### src/rtl/credit_sender_mpi.sv
`default_nettype none
// ============================================================================
// Module   : credit_sender_mpi
// Purpose  : Transmit side of the MPI credit link. Buffers flits from a local
//            producer in a small FIFO and sends them one per cycle on a
//            valid/data link, as long as the remote receiver has returned
//            enough credits (yummies) to hold them.
// Ports    : clk_i      - clock, rising edge
//            rst_i      - synchronous active-high reset
//            valid_i    - producer flit valid
//            data_i     - producer flit
//            ready_o    - a flit can be accepted this cycle
//            yummy_i    - one credit returned by the remote receiver
//            valid_o    - data_o carries a flit sent this cycle
//            data_o     - outgoing flit
//            credit_o   - current credit count
//            fifo_cnt_o - current FIFO occupancy
//            err_o      - sticky credit-overflow flag
// Revision : 1.0 - initial release
// ============================================================================
module credit_sender_mpi #(
  parameter int DATA_W     = 64,
  parameter int FIFO_DEPTH = 4,
  parameter int CREDITS    = 3
) (
  input  logic                            clk_i,
  input  logic                            rst_i,
  input  logic                            valid_i,
  input  logic [DATA_W-1:0]               data_i,
  output logic                            ready_o,
  input  logic                            yummy_i,
  output logic                            valid_o,
  output logic [DATA_W-1:0]               data_o,
  output logic [$clog2(CREDITS+1)-1:0]    credit_o,
  output logic [$clog2(FIFO_DEPTH+1)-1:0] fifo_cnt_o,
  output logic                            err_o
);

  localparam int PTR_W = $clog2(FIFO_DEPTH);
  localparam int CNT_W = $clog2(FIFO_DEPTH + 1);
  localparam int CRD_W = $clog2(CREDITS + 1);

  localparam logic [CNT_W-1:0] C_FULL_CNT  = CNT_W'(FIFO_DEPTH);
  localparam logic [CRD_W-1:0] C_MAX_CRED  = CRD_W'(CREDITS);

  logic [DATA_W-1:0] r_mem [FIFO_DEPTH];
  logic [PTR_W-1:0]  r_wr_ptr;
  logic [PTR_W-1:0]  r_rd_ptr;
  logic [CNT_W-1:0]  r_cnt;
  logic [CRD_W-1:0]  r_credit;
  logic              r_valid;
  logic [DATA_W-1:0] r_data;
  logic              r_err;

  logic w_push;
  logic w_pop;

  // Both handshakes depend only on registered state, so there is no
  // combinational path from yummy_i or valid_i to either decision.
  assign ready_o = (r_cnt != C_FULL_CNT);
  assign w_push  = valid_i & ready_o;
  assign w_pop   = (r_cnt != '0) & (r_credit != '0);

  // Storage carries no reset: an entry is only ever read after being written.
  // FIFO_DEPTH is a power of two, so the pointers wrap naturally.
  always_ff @(posedge clk_i) begin
    if (!rst_i && w_push) begin
      r_mem[r_wr_ptr] <= data_i;
    end
  end

  always_ff @(posedge clk_i) begin
    if (rst_i) begin
      r_wr_ptr <= '0;
      r_rd_ptr <= '0;
      r_cnt    <= '0;
      r_credit <= C_MAX_CRED;
      r_valid  <= 1'b0;
      r_data   <= '0;
      r_err    <= 1'b0;
    end else begin
      if (w_push) begin
        r_wr_ptr <= r_wr_ptr + PTR_W'(1);
      end

      if (w_pop) begin
        r_rd_ptr <= r_rd_ptr + PTR_W'(1);
        r_data   <= r_mem[r_rd_ptr];
        r_valid  <= 1'b1;
      end else begin
        r_valid  <= 1'b0;
      end

      case ({w_push, w_pop})
        2'b10:   r_cnt <= r_cnt + CNT_W'(1);
        2'b01:   r_cnt <= r_cnt - CNT_W'(1);
        default: r_cnt <= r_cnt;
      endcase

      // A yummy while already holding every credit means the remote side
      // returned more than it was sent; keep the count and flag it.
      if (w_pop && !yummy_i) begin
        r_credit <= r_credit - CRD_W'(1);
      end else if (!w_pop && yummy_i) begin
        if (r_credit == C_MAX_CRED) begin
          r_err <= 1'b1;
        end else begin
          r_credit <= r_credit + CRD_W'(1);
        end
      end
    end
  end

  assign valid_o    = r_valid;
  assign data_o     = r_data;
  assign credit_o   = r_credit;
  assign fifo_cnt_o = r_cnt;
  assign err_o      = r_err;

endmodule
`default_nettype wire

### config.mk
export PLATFORM = sky130hd
export DESIGN_NAME = credit_sender_mpi
export DESIGN_NICKNAME = d
export VERILOG_FILES = /design/src/rtl/credit_sender_mpi.sv
export SDC_FILE = /design/constraint.sdc
export NUM_CORES = 1
export LEC_CHECK = 0
export BUFFER_PORTS_ARGS = -buffer_cell sky130_fd_sc_hd__buf_2
export CORE_MARGIN = 5
export CORE_UTILIZATION = 30
export CTS_BUF_LIST = sky130_fd_sc_hd__clkbuf_16
export DETAILED_ROUTE_END_ITERATION = 6
export SLEW_MARGIN = 10
export SYNTH_ARGS = -nofsm -noshare
export SYNTH_HDL_FRONTEND = slang
export SYNTH_SLANG_ARGS = --single-unit
### constraint.sdc
create_clock -name clk_i -period 3.9 [get_ports clk_i]
set_input_delay 0.39 -clock clk_i [delete_from_list [all_inputs] [get_ports clk_i]]
set_output_delay 0.39 -clock clk_i [all_outputs]
set_load 0.05 [all_outputs]
==> metrics.md, run 1 <==
| Metric | Value |
|---|---|
| Max-cap violations | `0` |
| Yosys top cell area share | `64.8%` |
| Synth Cell Area | `11900 µm²` |
| Area Growth Syn to Fin | `19.0%` |
| Reg clk slew, reported paths | `0.06 ns` |
| Die W | `209 µm` |
| CP startpoint kind | `flop` |
| Drt pass-1 iters | `6` |
| CTS resizes | `0` |
| Cts hold-fix bufs | `0` |
| Final WL | `23400 µm` |
| WP data required | `4.01 ns` |
| Vias per cell | `4.50` |
| WP buf/inv | `0` |
| Final Hold Vio Count | `0` |
| First-pass GRT wire length | `36400 µm` |
| Depth of the CTS H-tree | `2` |
| Setup_tns | `0 ns` |
| Yosys cell types | `35` |
| Initial antenna violation count | `3` |
| Initial Util | `30.5%` |
| EDFF count, synth | `256` |
| YS warnings | `0` |
| Die area | `43600 µm²` |
| Top-count cell post-synth | `edfxtp_1` |
| Minimum clock period | `2.35 ns` |
| RSZ-0062 raised after global routing | `false` |
| Cells after Synth | `543` |
| #FFs+latches synth | `331` |
| Top FF cell, synth | `edfxtp_1` |
| CP delay by family, top | `simple AND/OR/NAND/NOR gates` |
| Number of post-CTS setup repair buffers | `0` |
| Final ANT Viol Nets | `0` |
| Layout cell share with drive strength beyond 1 | `36.7%` |
| Worst path cell trace | `nor3b_1, nor3_1, and2_4` |
| Core Area | `38900 µm²` |
| Root Buffer | `clkbuf_16` |
| Setup CP Type | `reg -> reg` |
| Rows | `72` |
| Nets@finish | `770` |
| Residual DRC | `0` |
| Arrival time worst endpoint | `2.46 ns` |
| Congestion Overflow GR | `0` |
| Fin util | `36.3%` |
| Fraction of registers with async set/reset | `0%` |
| Commonest cells post-synth | `edfxtp_1, dfxtp_1, a22o_1, mux4_2, buf_6` |
| Placer Congestion | `0.688` |
| Static Leak | `4.92 nW` |
| Max Freq | `0.425 GHz` |
| Mean Syn Cell Area | `21.8 µm²` |
| Detailed Route Iter0 Violations | `223` |
| Worst rel slew slack | `30.0%` |
| Worst IR Drop VDD | `0.000474 V` |
| Final HPWL DP | `13300 µm` |
| Pre-CTS WS | `1.43 ns` |
| Status | `finished clean` |
| Global Route Usage Sum | `10.6%` |
| Die height | `209 µm` |
| Slowest cell on the critical path | `and2_4` |
| Syn_nets | `619` |
| Skew final | `0.0139 ns` |
| I/O Pins | `140` |
| Crit-path max FO | `64` |
| Power per Cell Area | `759 nW/µm²` |
| Largest stage delay, worst path | `0.91 ns` |
| Final WS setup | `1.55 ns` |
| CTS tree | `done` |
| Final period utilization | `60.3%` |
| Final setup viols | `0` |
| Area contributors post-synth | `edfxtp_1, dfxtp_1, mux4_2` |
| Port Buf Inserts | `139` |
| Clk Latency, worst-skew pair | `0.49 ns` |
| Min-Delay Path Class | `in -> reg` |
| Routed length per placed instance | `18.9 µm` |
| Slew @ Worst Pin | `1.05 ns` |
| Vias in the first global route | `6029` |
| Vias post-DR | `5577` |
| Final max-slew violation count | `0` |
| Largest net degree at the start of global routing | `67` |
| Clock sink count | `331` |
| Largest area contributor in the netlist | `edfxtp_1` |
| Worst setup EP type | `flop` |
| Longest Clk Path Bufs | `3` |
| TritonCTS Buffers | `36` |
| Sequential share of the synthesized area | `77.5%` |
cell families after synthesis:
logic type | count (synthesis) | synth area share (%)
xor+xnor | 3 | 0.222
simple gates | 23 | 1.20
buf+inv | 35 | 2.42
fa+ha+maj | 8 | 0.907
mux | 65 | 12.2
compound gates | 78 | 5.56
flops | 331 | 77.5
through the flow:
stage	hold WS (ns)	cells	total power [W]	instance area [µm²]
after global routing	0.0841	1238	0.0112	14100
after detailed placement	0.458	1174	0.00771	13000
after global placement	0.445	1174	0.00769	13000
after floorplan	0.484	543	0.00703	11900
final	0.107	1239	0.0107	14100
after CTS	0.0782	1238	0.0109	14100
worst paths after layout:
kind / startpoint / end / slack (ns) / cells past startpoint
setup / recovery: fifo_cnt_o[0] / r_mem[3][12] / 1.55 / 3
hold / removal: data_i[42] / r_mem[3][42] / 0.11 / 1
setup reg to reg: fifo_cnt_o[0] / r_mem[3][12] / 1.55 / 3
hold reg to reg: err_o / err_o / 0.47 / 2
worst register-to-register path: stages (launching register included):
cell	delay [ns]
dfxtp_1	0.47
nor3b_1	0.14
nor3_1	0.39
and2_4	0.92
state kept, by name, indices dropped and copies added, names as in the netlist:
name,flops
credit_o,2
r_mem,256
valid_o,1
data_o,64
r_wr_ptr,2
r_rd_ptr,2
fifo_cnt_o,3
err_o,1
layer usage:
layer  vias up  wire length (µm)  track usage (%)
li1       2562                 -                -
met1      2833             10300             14.0
met2       126             11200             17.5
met3        50              1180             2.77
met4         6               573             2.99
met5         -                37                0
power breakdown:
| part | switching, W | internal [W] | total (W) |
|---|---|---|---|
| Combinational | 0.00191 | 0.000970 | 0.00288 |
| Clock | 0.00130 | 0.00186 | 0.00316 |
| Sequential | 0.000385 | 0.00429 | 0.00468 |
cells in the final DEF, fill, tap and decap left out, drive strengths merged, types with 2 or more instances in the layout:
cell,instances
a21oi,6
a22o,64
and2,4
buf,141
clkbuf,39
clkinv,15
clkinvlp,2
dfxtp,75
edfxtp,256
ha,7
inv,14
mux4,64
nand2b,2
nand3,2
nand3b,2
nor2,7
o21ai,4
or3,2
xnor2,2
layout make-up:
| cell class | count | area, µm² |
|---|---|---|
| Clock inverter | 25 | 138 |
| Fill cell | 3660 | 24800 |
| Timing Repair Buffer | 141 | 723 |
| Inverter | 7 | 28.8 |
| Tap cell | 518 | 648 |
| Antenna cell | 1 | 2.50 |
| Clock buffer | 39 | 976 |
| Sequential cell | 331 | 9200 |
| Multi-Input combinational cell | 177 | 2400 |
(Power assumes the default switching activity.)
==> run 2: changes to the inputs <==
Settings changed: ABC_AREA set to 1.
Clock period 3.9 ns to 1.95 ns, I/O delays scaled along.
==> run 2 against run 1 <==
Compared with the run above:
- critical path depth grew 6
- highest routed layer is now met4
- power rose by 130%
- critical path type unchanged
- combinational power increased to 3.0 times the previous value
- clock power grew 110%
==> metrics.md, run 2 <==
| Metric | Value |
|---|---|
| Area contributors post-synth | `edfxtp_1, nand2_1, dfxtp_1` |
| Final period utilization | `93.3% (+33 points)` |
| Worst Hold Slack | `0.111 ns (+0.00410 ns)` |
| Root Buffer | `clkbuf_16` |
| Layout cell share with drive strength beyond 1 | `13.7% (-23 points)` |
| Core Area | `46300 µm² (+19%)` |
| Top FF cell, synth | `edfxtp_1` |
| Congestion Overflow GR | `0 (unchanged)` |
| Adder-cell share of the synthesized area | `0.772% (-0.14 points)` |
| Synth Cell Area | `13900 µm² (+18%)` |
| Drt pass-1 iters | `5 (-1)` |
| Rows | `79 (+9.7%)` |
| Xor/xnor share of the synthesized area | `0.0628% (-0.16 points)` |
| Sequential share of the synthesized area | `65.9% (-12 points)` |
| NetSw | `0.00954 W (+170%)` |
| Clock sink count | `331 (unchanged)` |
| Commonest cells post-synth | `nand2_1, inv_1, edfxtp_1` |
| Depth of the CTS H-tree | `2 (unchanged)` |
| EDFF count, synth | `256 (unchanged)` |
| Cells after Synth | `1497 (+180%)` |
| Worst setup EP type | `flop` |
| Clk Latency, worst-skew pair | `0.54 ns (+0.05 ns)` |
| Sw Share | `39.5% (+5.9 points)` |
| Reg clk slew, reported paths | `0.06 ns (about the same)` |
| First-pass GRT wire length | `50200 µm (+38%)` |
| Port Buf Inserts | `139 (unchanged)` |
| WP data required | `2.37 ns (-1.64 ns)` |
| Total power | `0.0241 W (+130%)` |
| Initial Util | `30.1% (-0.35 points)` |
| Yosys top cell area share | `55.1% (-9.7 points)` |
| Static Leak | `8.04 nW (+63%)` |
| Worst path cell trace | `or2_4, nand2_4, inv_1, ha_2, fa_1, nand2_1, nand3_1, o21ai_1, nor2_1` |
| Vias per cell | `4.13 (-8.3%)` |
| Max Freq | `0.549 GHz (+29%)` |
| Final WS setup | `0.130 ns (-1.42 ns)` |
| Crit-path max FO | `5 (-92%)` |
| Nets@finish | `1778 (+130%)` |
| Sequential fraction of design power | `37.5% (-6.1 points)` |
| Die W | `226 µm (+8.0%)` |
| Minimum clock period | `1.82 ns (-0.533 ns)` |
| Worst IR Drop VDD | `0.00101 V (+110%)` |
| Syn_nets | `1573 (+150%)` |
| Top-count cell post-synth | `nand2_1` |
| Flip-flop count of the largest register after layout | `256 (unchanged)` |
| Final ANT Viol Nets | `0 (unchanged)` |
| Most common cell after layout, fill and taps aside | `nand2_1` |
| YS warnings | `0 (unchanged)` |
| Multi-input logic area | `3200 µm² (+33%)` |
| Final HPWL DP | `18200 µm (+37%)` |
| Vias in the first global route | `9210 (+53%)` |
| Status | `finished clean` |
| Largest net degree at the start of global routing | `133 (+99%)` |
| Min-Delay Path Class | `in -> reg` |
| Placer Congestion | `0.708 (+2.8%)` |
| Area Growth Syn to Fin | `24.0%` |
| Int Pwr | `0.0146 W (+110%)` |
| Clock Power Share | `26.8% (-2.7 points)` |
| Largest reg by FF count | `r_mem` |
| I/O Pins | `140 (unchanged)` |
| Global Route Usage Sum | `12.5% (+1.9 points)` |
| Routed length per placed instance | `13.7 µm (-27%)` |
| Setup CP Type | `reg -> reg` |
| Arrival time worst endpoint | `2.24 ns (-0.22 ns)` |
| Slowest cell on the critical path | `fa_1` |
| CP startpoint kind | `flop` |
| Vias post-DR | `9663 (+73%)` |
| Yosys cell types | `23 (-34%)` |
| Fraction of registers with async set/reset | `0% (unchanged)` |
| Final Hold Vio Count | `0 (unchanged)` |
| Fillers | `4531 (+24%)` |
| Fin util | `37.4% (+1.1 points)` |
| Largest family of logic cells by synthesized area | `simple AND/OR/NAND/NOR gates` |
| Sequential cell area | `9210 µm² (+0.18%)` |
| Longest Clk Path Bufs | `3 (unchanged)` |
| Most frequent cells in the layout | `nand2_1, inv_1, edfxtp_1` |
| Power per Cell Area | `1400 nW/µm² (+84%)` |
| Max-cap violations | `0 (unchanged)` |
| Die area | `50900 µm² (+17%)` |
| Simple-Gate Fraction of Synth Area | `21.3% (+20 points)` |
| Mean Syn Cell Area | `9.31 µm² (-57%)` |
| Pre-CTS WS | `0.103 ns (-1.33 ns)` |
| Detailed Route Iter0 Violations | `553 (+150%)` |
| Largest area contributor in the netlist | `edfxtp_1` |
| Initial antenna violation count | `2 (-1)` |
| Final max-slew violation count | `0 (unchanged)` |
| Setup_tns | `0 ns (unchanged)` |
| CTS tree | `done` |
| Final WL | `32200 µm (+38%)` |
| #FFs+latches synth | `331 (unchanged)` |
| Die height | `226 µm (+8.0%)` |
| Mux cell area share after synthesis | `0% (-12 points)` |
| Worst rel slew slack | `57.6% (+28 points)` |
| Largest stage delay, worst path | `0.39 ns (-0.52 ns)` |
| Residual DRC | `0 (unchanged)` |
| Flop-to-flop setup slack | `0.13 ns (-1.42 ns)` |
| Skew final | `0.0111 ns (-0.00289 ns)` |
| Comb pwr share | `35.6% (+8.7 points)` |
| Compound-Gate Fraction of Synth Area | `0.440% (-5.1 points)` |
| TritonCTS Buffers | `38 (+5.6%)` |
| Slew @ Worst Pin | `0.637 ns (-0.414 ns)` |
| Final setup viols | `0 (unchanged)` |
| RSZ-0062 raised after global routing | `false` |
## run 2: changes by cell type after synthesis, moves of 4 or more
cell      change
a22o_1       -64
and2_1        -4
buf_2        +32
buf_4         +6
buf_6         -8
buf_8         -6
clkbuf_1     +12
inv_1       +332
mux4_2       -64
nand2_1     +463
nand3_1     +132
nor2_1      +137
## run 2: worst max-delay path: cells and delay by family, from the launching register on
kind,cells,cell delay (ns)
and+or+nand+nor,5,0.57
adders and majority gates,2,0.59
buffers and inverters,1,0.08
DFF,1,0.35
AOI/OAI and AO/OA,1,0.12
## run 2: area by class of cell
type	instances	area share [%]
Sequential cell	331	53.3
Tap cell	607	4.39
Timing Repair Buffer	229	9.76
Clock buffer	39	5.65
Inverter	339	7.38
Clock inverter	30	0.934
Multi-Input combinational cell	763	18.5
Antenna cell	2	0.0290
## run 2: what timing repair did
action / 4_1_cts / 5_1_grt
hold endpoints to repair: 263 / 0
hold buffers: 66 / 0
endpoints found under the setup margin: 0 / 1
setup buffers: 0 / 0
gates resized for setup: 0 / 2
## run 2: through the flow
stage               cell area [µm²]  std cells
CTS                           17300       2338
global route                  17300       2339
finish                        17300       2340
floorplan                     14000       1497
global placement              15500       2203
detailed placement            15500       2203
## run 2: per-layer routing
| layer | wire [µm] | global-route usage [%] | part of all wire [%] | vias up |
|---|---|---|---|---|
| met5 | 0 | 0 | 0 | - |
| met4 | 686 | 3.59 | 2.1 | 0 |
| met3 | 1440 | 2.94 | 4.5 | 50 |
| met2 | 15500 | 21.5 | 48 | 170 |
| met1 | 14500 | 15.8 | 45 | 4475 |
| li1 | - | - | - | 4968 |
## run 2: power by group through the flow
stage / Clock, W / Sequential, W / Combinational, W
after floorplan: 0 / 0.0110 / 0.00464
after global placement: 0 / 0.00920 / 0.00851
after detailed placement: 0 / 0.00923 / 0.00862
after CTS: 0.00672 / 0.00908 / 0.00877
after global routing: 0.00698 / 0.00916 / 0.00961
final: 0.00648 / 0.00906 / 0.00860
## run 2: cells by family after synthesis
family / Yosys count
compound gates: 11
simple gates: 743
flops: 331
xor+xnor: 1
buf+inv: 403
fa+ha+maj: 8
## run 2: path summary, 6_finish.rpt
| check | from | to | cells after the start |
|---|---|---|---|
| worst max-delay path | credit_o[1] | fifo_cnt_o[2] | 9 |
| worst min-delay path | yummy_i | credit_o[0] | 4 |
| worst max register to register | credit_o[1] | fifo_cnt_o[2] | 9 |
| worst min register to register | err_o | err_o | 2 |
